[src/rtl/axi_wb_pkg.sv]
// Shared types and AXI constants for the burst stream writer.
package axi_wb_pkg;

  typedef enum logic [1:0] {
    ST_IDLE,
    ST_AW,
    ST_W,
    ST_B
  } wb_state_e;

  localparam logic [1:0] AXI_BURST_INCR  = 2'b01;
  localparam logic [1:0] AXI_RESP_OKAY   = 2'b00;
  localparam logic [1:0] AXI_RESP_EXOKAY = 2'b01;
  localparam logic [1:0] AXI_RESP_SLVERR = 2'b10;
  localparam logic [1:0] AXI_RESP_DECERR = 2'b11;

  // AxSIZE encoding for a full-width beat of data_w bits.
  function automatic logic [2:0] axi_size(input int data_w);
    return 3'($clog2(data_w / 8));
  endfunction

endpackage

[src/rtl/axi_burst_len_calc.sv]
// Beats for the next burst: min(remaining, MAX_BURST, 4 KiB room).
// The 4 KiB limit is compiled in only when AXI_BURST_4K_SPLIT_EN is defined.
module axi_burst_len_calc
  import axi_wb_pkg::*;
#(
  parameter int DATA_W    = 32,
  parameter int ADDR_W    = 16,
  parameter int LEN_W     = 16,
  parameter int MAX_BURST = 16
) (
  input  logic [ADDR_W-1:0] addr,
  input  logic [LEN_W-1:0]  remaining,
  output logic [8:0]        beats
);

  localparam logic [2:0] AWSIZE = axi_size(DATA_W);

  logic unused_addr;
  assign unused_addr = ^addr;

`ifdef AXI_BURST_4K_SPLIT_EN
  logic [12:0] page_room;
  assign page_room = (13'd4096 - {1'b0, addr[11:0]}) >> AWSIZE;
`endif

  // NOTE: every variable written in always_comb gets a default first, so no path can infer a latch.
  always_comb begin
    beats = (32'(remaining) >= MAX_BURST) ? 9'(MAX_BURST) : 9'(remaining);
`ifdef AXI_BURST_4K_SPLIT_EN
    if (32'(page_room) < 32'(beats)) beats = 9'(page_room);
`endif
  end

endmodule

[src/rtl/axi_burst_stream_writer.sv]
// Drains a ready/valid word stream into AXI4 INCR write bursts at a commanded address.
// Optional 4 KiB burst splitting: define AXI_BURST_4K_SPLIT_EN.
module axi_burst_stream_writer
  import axi_wb_pkg::*;
#(
  parameter int DATA_W    = 32,
  parameter int ADDR_W    = 16,
  parameter int LEN_W     = 16,
  parameter int MAX_BURST = 16
) (
  input  logic                clk,
  input  logic                rst,
  input  logic                cmd_valid,
  output logic                cmd_ready,
  input  logic [ADDR_W-1:0]   cmd_addr,
  input  logic [LEN_W-1:0]    cmd_len,
  input  logic [DATA_W-1:0]   in_data,
  input  logic                in_valid,
  output logic                in_ready,
  output logic [ADDR_W-1:0]   s_axi_awaddr,
  output logic [7:0]          s_axi_awlen,
  output logic [2:0]          s_axi_awsize,
  output logic [1:0]          s_axi_awburst,
  output logic                s_axi_awvalid,
  input  logic                s_axi_awready,
  output logic [DATA_W-1:0]   s_axi_wdata,
  output logic [DATA_W/8-1:0] s_axi_wstrb,
  output logic                s_axi_wlast,
  output logic                s_axi_wvalid,
  input  logic                s_axi_wready,
  input  logic [1:0]          s_axi_bresp,
  input  logic                s_axi_bvalid,
  output logic                s_axi_bready,
  output logic                done,
  output logic                err
);

  localparam logic [2:0] AWSIZE = axi_size(DATA_W);

  wb_state_e         state_q;
  logic [ADDR_W-1:0] addr_q;
  logic [LEN_W-1:0]  remaining_q;
  logic [8:0]        beats_q;
  logic [8:0]        beat_cnt_q;
  logic [7:0]        awlen_q;
  logic              awvalid_q;
  logic              wlast_q;
  logic              bready_q;
  logic              err_acc_q;
  logic              done_q;
  logic              err_q;

  logic [ADDR_W-1:0] calc_addr;
  logic [LEN_W-1:0]  calc_rem;
  logic [8:0]        calc_beats;
  logic              w_hs;
  logic              resp_err;

  // The length calculator serves both the first burst (straight from the
  // command) and every follow-on burst (address advanced past the one just acked).
  always_comb begin
    calc_addr = cmd_addr;
    calc_rem  = cmd_len;
    if (state_q == ST_B) begin
      calc_addr = addr_q + (ADDR_W'(beats_q) << AWSIZE);
      calc_rem  = remaining_q;
    end
  end

  axi_burst_len_calc #(
    .DATA_W    (DATA_W),
    .ADDR_W    (ADDR_W),
    .LEN_W     (LEN_W),
    .MAX_BURST (MAX_BURST)
  ) u_len_calc (
    .addr      (calc_addr),
    .remaining (calc_rem),
    .beats     (calc_beats)
  );

  assign w_hs     = (state_q == ST_W) && in_valid && s_axi_wready;
  assign resp_err = (s_axi_bresp == AXI_RESP_SLVERR) || (s_axi_bresp == AXI_RESP_DECERR);

  // NOTE: sequential state uses non-blocking assignments so every register samples pre-edge values.
  always_ff @(posedge clk) begin
    if (rst) begin
      state_q     <= ST_IDLE;
      addr_q      <= '0;
      remaining_q <= '0;
      beats_q     <= '0;
      beat_cnt_q  <= '0;
      awlen_q     <= '0;
      awvalid_q   <= 1'b0;
      wlast_q     <= 1'b0;
      bready_q    <= 1'b0;
      err_acc_q   <= 1'b0;
      done_q      <= 1'b0;
      err_q       <= 1'b0;
    end else begin
      done_q <= 1'b0;
      err_q  <= 1'b0;
      case (state_q)
        ST_IDLE: begin
          if (cmd_valid) begin
            err_acc_q   <= 1'b0;
            addr_q      <= cmd_addr;
            remaining_q <= cmd_len;
            if (cmd_len == '0) begin
              done_q <= 1'b1;
            end else begin
              state_q   <= ST_AW;
              awvalid_q <= 1'b1;
              awlen_q   <= 8'(calc_beats - 9'd1);
              beats_q   <= calc_beats;
            end
          end
        end
        ST_AW: begin
          if (s_axi_awready) begin
            awvalid_q  <= 1'b0;
            state_q    <= ST_W;
            beat_cnt_q <= beats_q;
            wlast_q    <= (beats_q == 9'd1);
          end
        end
        ST_W: begin
          if (w_hs) begin
            beat_cnt_q  <= beat_cnt_q - 9'd1;
            remaining_q <= remaining_q - LEN_W'(1);
            if (wlast_q) begin
              wlast_q  <= 1'b0;
              bready_q <= 1'b1;
              state_q  <= ST_B;
            end else begin
              wlast_q <= (beat_cnt_q == 9'd2);
            end
          end
        end
        ST_B: begin
          if (s_axi_bvalid) begin
            bready_q  <= 1'b0;
            err_acc_q <= err_acc_q | resp_err;
            if (remaining_q != '0) begin
              state_q   <= ST_AW;
              addr_q    <= calc_addr;
              awvalid_q <= 1'b1;
              awlen_q   <= 8'(calc_beats - 9'd1);
              beats_q   <= calc_beats;
            end else begin
              state_q <= ST_IDLE;
              done_q  <= 1'b1;
              err_q   <= err_acc_q | resp_err;
            end
          end
        end
        default: state_q <= ST_IDLE;
      endcase
    end
  end

  assign cmd_ready     = (state_q == ST_IDLE) && !rst;
  assign in_ready      = (state_q == ST_W) && s_axi_wready;
  assign s_axi_awaddr  = addr_q;
  assign s_axi_awlen   = awlen_q;
  assign s_axi_awsize  = AWSIZE;
  assign s_axi_awburst = AXI_BURST_INCR;
  assign s_axi_awvalid = awvalid_q;
  assign s_axi_wdata   = in_data;
  assign s_axi_wstrb   = '1;
  assign s_axi_wlast   = wlast_q;
  assign s_axi_wvalid  = (state_q == ST_W) && in_valid;
  assign s_axi_bready  = bready_q;
  assign done          = done_q;
  assign err           = err_q;

endmodule
[config.mk]
export PLATFORM = sky130hd
export DESIGN_NAME = axi_burst_stream_writer
export DESIGN_NICKNAME = d
export VERILOG_FILES = /design/src/rtl/axi_wb_pkg.sv /design/src/rtl/axi_burst_len_calc.sv /design/src/rtl/axi_burst_stream_writer.sv
export SDC_FILE = /design/constraint.sdc
export NUM_CORES = 1
export LEC_CHECK = 0
export CAP_MARGIN = 5
export CORE_UTILIZATION = 40
export CTS_CLUSTER_DIAMETER = 200
export DETAILED_ROUTE_END_ITERATION = 7
export PLACE_DENSITY = 0.84
export SLEW_MARGIN = 20
export SYNTH_ARGS = -nofsm -noshare
export SYNTH_HDL_FRONTEND = slang
export SYNTH_SLANG_ARGS = --single-unit
[constraint.sdc]
create_clock -name clk -period 3 [get_ports clk]
set_clock_uncertainty 0.15 [all_clocks]
set_input_delay 0.45 -clock clk [delete_from_list [all_inputs] [get_ports clk]]
set_output_delay 0.45 -clock clk [all_outputs]
set_load 0.05 [all_outputs]
==> Word-level counts from Yosys, hierarchy flattened <==
Index checks and enable logic that the tools add are counted.
Widths: inputs -> output; s select.
{ "word_totals": {"register_bits": 66, "latchBits": 0, "mem_bits_rw": 0, "rom_bits": 0, "input_bits": 73, "word_cells": 109, "memories": 0} }
{ "op_classes": {"addsub": 4, "n_mul": 0, "div": 0, "magnitude_cmp": 1, "eq_ne": 14, "shifts": 0, "n_mux": 52, "bitwise": 3, "n_reduce_logical": 23} }
{ "ops": {"columns": ["operator", "n"], "rows": [
  ["$mux 16", 6],
  ["$pmux 16 s2", 2],
  ["$mux 9", 7],
  ["$pmux 9 s2", 2],
  ["$mux 8", 4],
  ["$mux 1", 18],
  ["$add 16x11->16", 1],
  ["$ge 16x5->1 const B", 1],
  ["$logic_not 16->1", 1],
  ["$pmux 8 s2", 1],
  ["$reduce_bool 16->1", 1],
  ["$sub 16x1->16 const B", 1],
  ["$mux 2", 6],
  ["$ne 2x2->1 const B", 6],
  ["$reduce_and 6->1", 2],
  ["$eq 9x1->1 const B", 1],
  ["$eq 9x2->1 const B", 1],
  ["$reduce_and 3->1", 3],
  ["$sub 9x1->9 const B", 1],
  ["$eq 2x2->1 const B", 4],
  ["$pmux 1 s2", 4],
  ["$pmux 2 s4", 1],
  ["$reduce_and 4->1", 2],
  ["$reduce_bool 2->1", 4],
  ["13 further kinds", 17]
]} }

==> Depth between registers and ports, before layout <==
{ "logic_depth": {"ltp_word": 8, "mapped_depth": 11, "ltp_nobuf": 10} }

==> By module <==
Synthesis repeated with hierarchy kept, for this count alone.
{ "unflattened": {"hier_cells": 620, "hier_area_um2": 4745.8} }
{ "modules_own_cells": {"columns": ["module", "instances", "cells_each", "area_each_um2", "seq_area_each_um2"], "rows": [
  ["axi_burst_stream_writer", 1, 603, 4635.7, 1321.3],
  ["axi_burst_len_calc", 1, 17, 110.1, 0.0]
]} }

==> Worst setup path after synthesis <==
OpenSTA, ideal clock, no wires.
{ "synth_path": {"path_kind": "register to register", "start": "reg addr_q[2], in the netlist s_axi_awaddr[2]", "end": "reg addr_q[8], in the netlist s_axi_awaddr[8]", "setup_time_ns": 0.140, "arrival_ns": 2.285, "required_time_ns": 2.710, "setup_slack_ns": 0.425, "stages_incl_launch_ff": 10, "period_less_slack_ns": 2.575, "path_cell_list": "dfxtp_1 -> ha_1 -> inv_1 -> fa_1 -> nand2b_1 -> a21oi_1 -> o21ai_0 -> and4_1 -> a211oi_1 -> a211oi_2"} }
{ "synth_between": {"elab_chain_cells": 4} }
{ "synth_lines": {"columns": ["element", "line", "text"], "rows": [
  ["start, declared", "axi_burst_stream_writer.sv:41", "logic [ADDR_W-1:0] addr_q;"],
  ["start signal, assigned", "axi_burst_stream_writer.sv:106", "addr_q <= cmd_addr;"],
  ["start signal, assigned", "axi_burst_stream_writer.sv:145", "addr_q <= calc_addr;"],
  ["$add 16x11->16", "axi_burst_stream_writer.sv:65", "calc_addr = addr_q + (ADDR_W'(beats_q) << AWSIZE);"],
  ["$mux 16", "axi_burst_stream_writer.sv:143", "if (remaining_q != '0) begin"],
  ["$mux 16", "axi_burst_stream_writer.sv:140", "if (s_axi_bvalid) begin"],
  ["$pmux 16 s2", "axi_burst_stream_writer.sv:102", "case (state_q)"]
]} }
No other way between the ends. The select of a mux whose other input is x is not followed.
A chain may end at the register's enable or synchronous reset.

==> Worst setup path in the final report <==
{ "layout_path": {"start": "reg state_q[0]", "end": "out cmd_ready"} }
{ "layout_between": {"elab_chain_cells": 2} }
{ "layout_lines": {"columns": ["element", "line", "text"], "rows": [
  ["start, declared", "axi_burst_stream_writer.sv:40", "wb_state_e state_q;"],
  ["start signal, assigned", "axi_burst_stream_writer.sv:87", "state_q <= ST_IDLE;"],
  ["start signal, assigned", "axi_burst_stream_writer.sv:111", "state_q <= ST_AW;"],
  ["start signal, assigned", "axi_burst_stream_writer.sv:121", "state_q <= ST_W;"],
  ["$logic_not 2->1", "axi_burst_stream_writer.sv:161", "assign cmd_ready = (state_q == ST_IDLE) && !rst;"],
  ["$logic_and 1x1->1", "axi_burst_stream_writer.sv:161", null],
  ["end, declared", "axi_burst_stream_writer.sv:14", "output logic cmd_ready,"]
]} }
No other way between the ends.

==> results by group <==
Status
  – Outcome: finished, final reports clean

STA
  – Slew Limit Headroom: 43.8%
  – Tightest Pin Transition: 839 ps
  – F_max: 358 MHz
  – Hold WS: 319 ps
  – Setup TNS: 0 ps
  – Count of pins over their slew limit: 0
  – Tmin final: 2800 ps
  – Final Setup Violations: 0
  – Fin worst setup slack: 203 ps
  – Fin. Hold Viols: 0
  – Tcrit/Tclk final: 93.2%
  – RSZ-0062 raised after global routing: no

Final layout
  – Multi-input logic area: 2510 um^2
  – Final net count: 669
  – Total of fill cells in the finished design: 985
  – Layout cells sized above 1: 8.09%
  – Area grow syn2layout: 16.7%
  – Diodes inserted: 0
  – Reg area: 1320 um^2
  – Non-Filler Instances: 717

Clocking
  – Post_cts resized: 0
  – Clock Path Buffers: 2
  – Clock sink total: 66
  – CTS HTree Levels: 3
  – Clock root buffer master: clkbuf_8
  – Clock Latency Late Sink: 360 ps
  – Clock slew at reported path FFs: 70 ps
  – Total CTS buffers: 9
  – Post-CTS Setup Bufs: 0
  – Clock tree from TritonCTS: done
  – CTS Hold Bufs: 0

Setup path
  – CP max FO: 5
  – Critical Path Source Type: flip-flop
  – Crit end category: primary output
  – WP data arrival: 2200 ps
  – CP Class: reg2out
  – Req. time, crit path: 2400 ps

Logic synthesis
  – Main flop type after synthesis: dfxtp_1
  – Synth Area per Inst: 7.85 um^2
  – YS warnings: 0
  – Mapped Area: 4310 um^2
  – Register bit total from synthesis: 66
  – EDFF count, synth: 0
  – Synth unique cells: 65
  – Cells after Synth: 549
  – Sequential area share after synthesis: 30.7%
  – Synth async-reset ratio: 0%

Pwr
  – Overall power: 5.52 mW
  – Clock power share: 12.2%
  – Share of power burned in registers: 27.2%
  – Internal Power: 2.70 mW
  – Sw Share: 51.1%
  – Comb power frac: 60.6%
  – Power per cell area: 1100 nW/um^2
  – Sw power: 2.82 mW
  – Peak supply drop: 0.556 mV
  – Leak: 1.82 nW

Die
  – Die ar.: 11200 um^2
  – # IOs: 146
  – Initial Util: 41.5%
  – Die X: 106 um
  – Row Count: 37
  – Core ar.: 10400 um^2
  – Die Height: 106 um

Job
  – Number of max-cap violations: 0

Worst hold path
  – HP Class: reg2reg

Routing
  – Drc violations: 0
  – Via Count: 4159
  – Final WL: 11.4 mm
  – Routed WL per cell: 15.9 um
  – TritonRoute pass-1 iters: 5
  – Vias/cell: 5.80
  – Initial DRC count: 266
  – Antenna Nets Post-Route: 0

GRT
  – Largest net degree at the start of global routing: 62
  – GR Util All Layers: 20.7%
  – Initial antenna violation count: 0
  – First-pass GRT wire length: 18.8 mm
  – GRT overflow: 0
  – Vias in the first global route: 4124

Place
  – Placed cell count: 702
  – DPL Wire Length: 8.21 mm
  – DP Worst Slack: 133 ps
  – Port bufs: 71
  – GP Congestion: 0.869
==> synth_stat cells, types with 2 or more instances <==
cell / n / share of area [%]
dfxtp_1: 66 / 31
nor2_1: 65 / 5.7
nand2_1: 51 / 4.4
a21oi_1: 47 / 5.5
buf_4: 42 / 7.3
o21ai_0: 27 / 3.1
clkbuf_1: 19 / 1.7
ha_1: 18 / 5.2
a211oi_1: 17 / 3.0
inv_1: 17 / 1.5
nor3_1: 17 / 2.0
nand3_1: 15 / 1.7
nor4_1: 11 / 1.6
a211oi_2: 9 / 2.6
mux2i_1: 9 / 2.1
and3_1: 8 / 1.2
o211ai_1: 8 / 1.4
a22oi_1: 7 / 1.2
o22ai_1: 7 / 1.0
nand2b_1: 6 / 0.87
and2_1: 5 / 0.73
a31oi_1: 4 / 0.58
buf_2: 4 / 0.46
nor2b_1: 4 / 0.58
or3_1: 4 / 0.58
xnor2_1: 4 / 0.81
a21boi_0: 3 / 0.52
a32o_1: 3 / 0.70
buf_1: 3 / 0.26
o21a_1: 3 / 0.52
o31ai_1: 3 / 0.52
xor2_1: 3 / 0.61
a2bb2oi_1: 2 / 0.41
buf_6: 2 / 0.52
conb_1: 2 / 0.17
mux2_2: 2 / 0.52
nand4_1: 2 / 0.29
nor3b_1: 2 / 0.35
or4_1: 2 / 0.35
==> worst paths after layout <==
| kind | from | to | slack [ps] | depth (start not counted) |
|---|---|---|---|---|
| max | state_q[0] | cmd_ready | 200 | 4 |
| min | s_axi_awlen[7] | s_axi_awlen[7] | 320 | 2 |
| max reg2reg | state_q[0] | s_axi_awlen[3] | 290 | 8 |
| min reg2reg | s_axi_awlen[7] | s_axi_awlen[7] | 320 | 2 |
==> sequential cells by signal, indices dropped and copies added (netlist names) <==
register / flops
err: 1
s_axi_wlast: 1
s_axi_awvalid: 1
beats_q: 9
s_axi_awaddr: 16
state_q: 2
s_axi_awlen: 8
err_acc_q: 1
remaining_q: 16
done: 1
beat_cnt_q: 9
s_axi_bready: 1
==> logic make-up (layout without fill, tap and decap cells) <==
family,after synthesis,in the layout,share of synthesized area (%)
simple gates,202,202,23.1
compound gates,155,155,24.7
buf+inv,87,112,11.7
flops,66,66,30.7
fa+ha+maj,19,19,5.69
mux,11,11,2.61
xor+xnor,7,7,1.42
other cells,2,9,0.174
==> routing by layer <==
| metal | vias up | part of all wire [%] | track usage (%) | wire, um |
|---|---|---|---|---|
| met5 | - | 0 | 0 | 0 |
| met4 | 0 | 3.3 | 10.5 | 375 |
| met3 | 43 | 7.1 | 4.51 | 814 |
| met2 | 222 | 50 | 36.0 | 5680 |
| met1 | 1920 | 40 | 23.9 | 4550 |
| li1 | 1974 | - | - | - |
==> layout make-up <==
cell class              count  area share, %
clock buffers              11           2.81
repair buffers             80           15.8
flip-flops and latches     66           26.3
multi-input cells         403           49.9
well taps                 136           3.38
clock inverters             4          0.572
inverters                  17           1.27
==> power by group through the flow <==
stage,combinational [mW],clock [mW],sequential (mW)
floorplan,2.15,0,1.93
global placement,3.18,0,1.48
detailed placement,3.31,0,1.50
CTS,3.32,0.676,1.49
global route,3.64,0.718,1.54
finish,3.35,0.673,1.50
==> critical path, cell delays in order (launching register included) <==
cell,delay (ps)
dfxtp_1,350
inv_1,130
ha_1,250
nor2b_1,260
clkdlybuf4s50_1,850
==> cells in the final DEF, fill, tap and decap left out, types with 4 or more instances in the layout <==
cell / instances
a211oi_1: 17
a211oi_2: 9
a21oi_1: 47
a22oi_1: 7
a31oi_1: 4
and2_1: 5
and3_1: 8
buf_4: 9
clkbuf_8: 10
clkdlybuf4s50_1: 68
conb_1: 9
dfxtp_1: 66
ha_1: 18
inv_1: 17
mux2i_1: 9
nand2_1: 51
nand2b_1: 6
nand3_1: 15
nor2_1: 65
nor2b_1: 4
nor3_1: 17
nor4_1: 11
o211ai_1: 8
o21ai_0: 27
o22ai_1: 7
or3_1: 4
xnor2_1: 4
==> stage by stage <==
stage	instance area [um^2]	utilization [%]
floorplan	4330	-
global placement	4860	46.8
detailed placement	4860	46.8
CTS	5030	48.5
global route	5030	48.5
finish	5030	48.5
(Power assumes the default switching activity.)
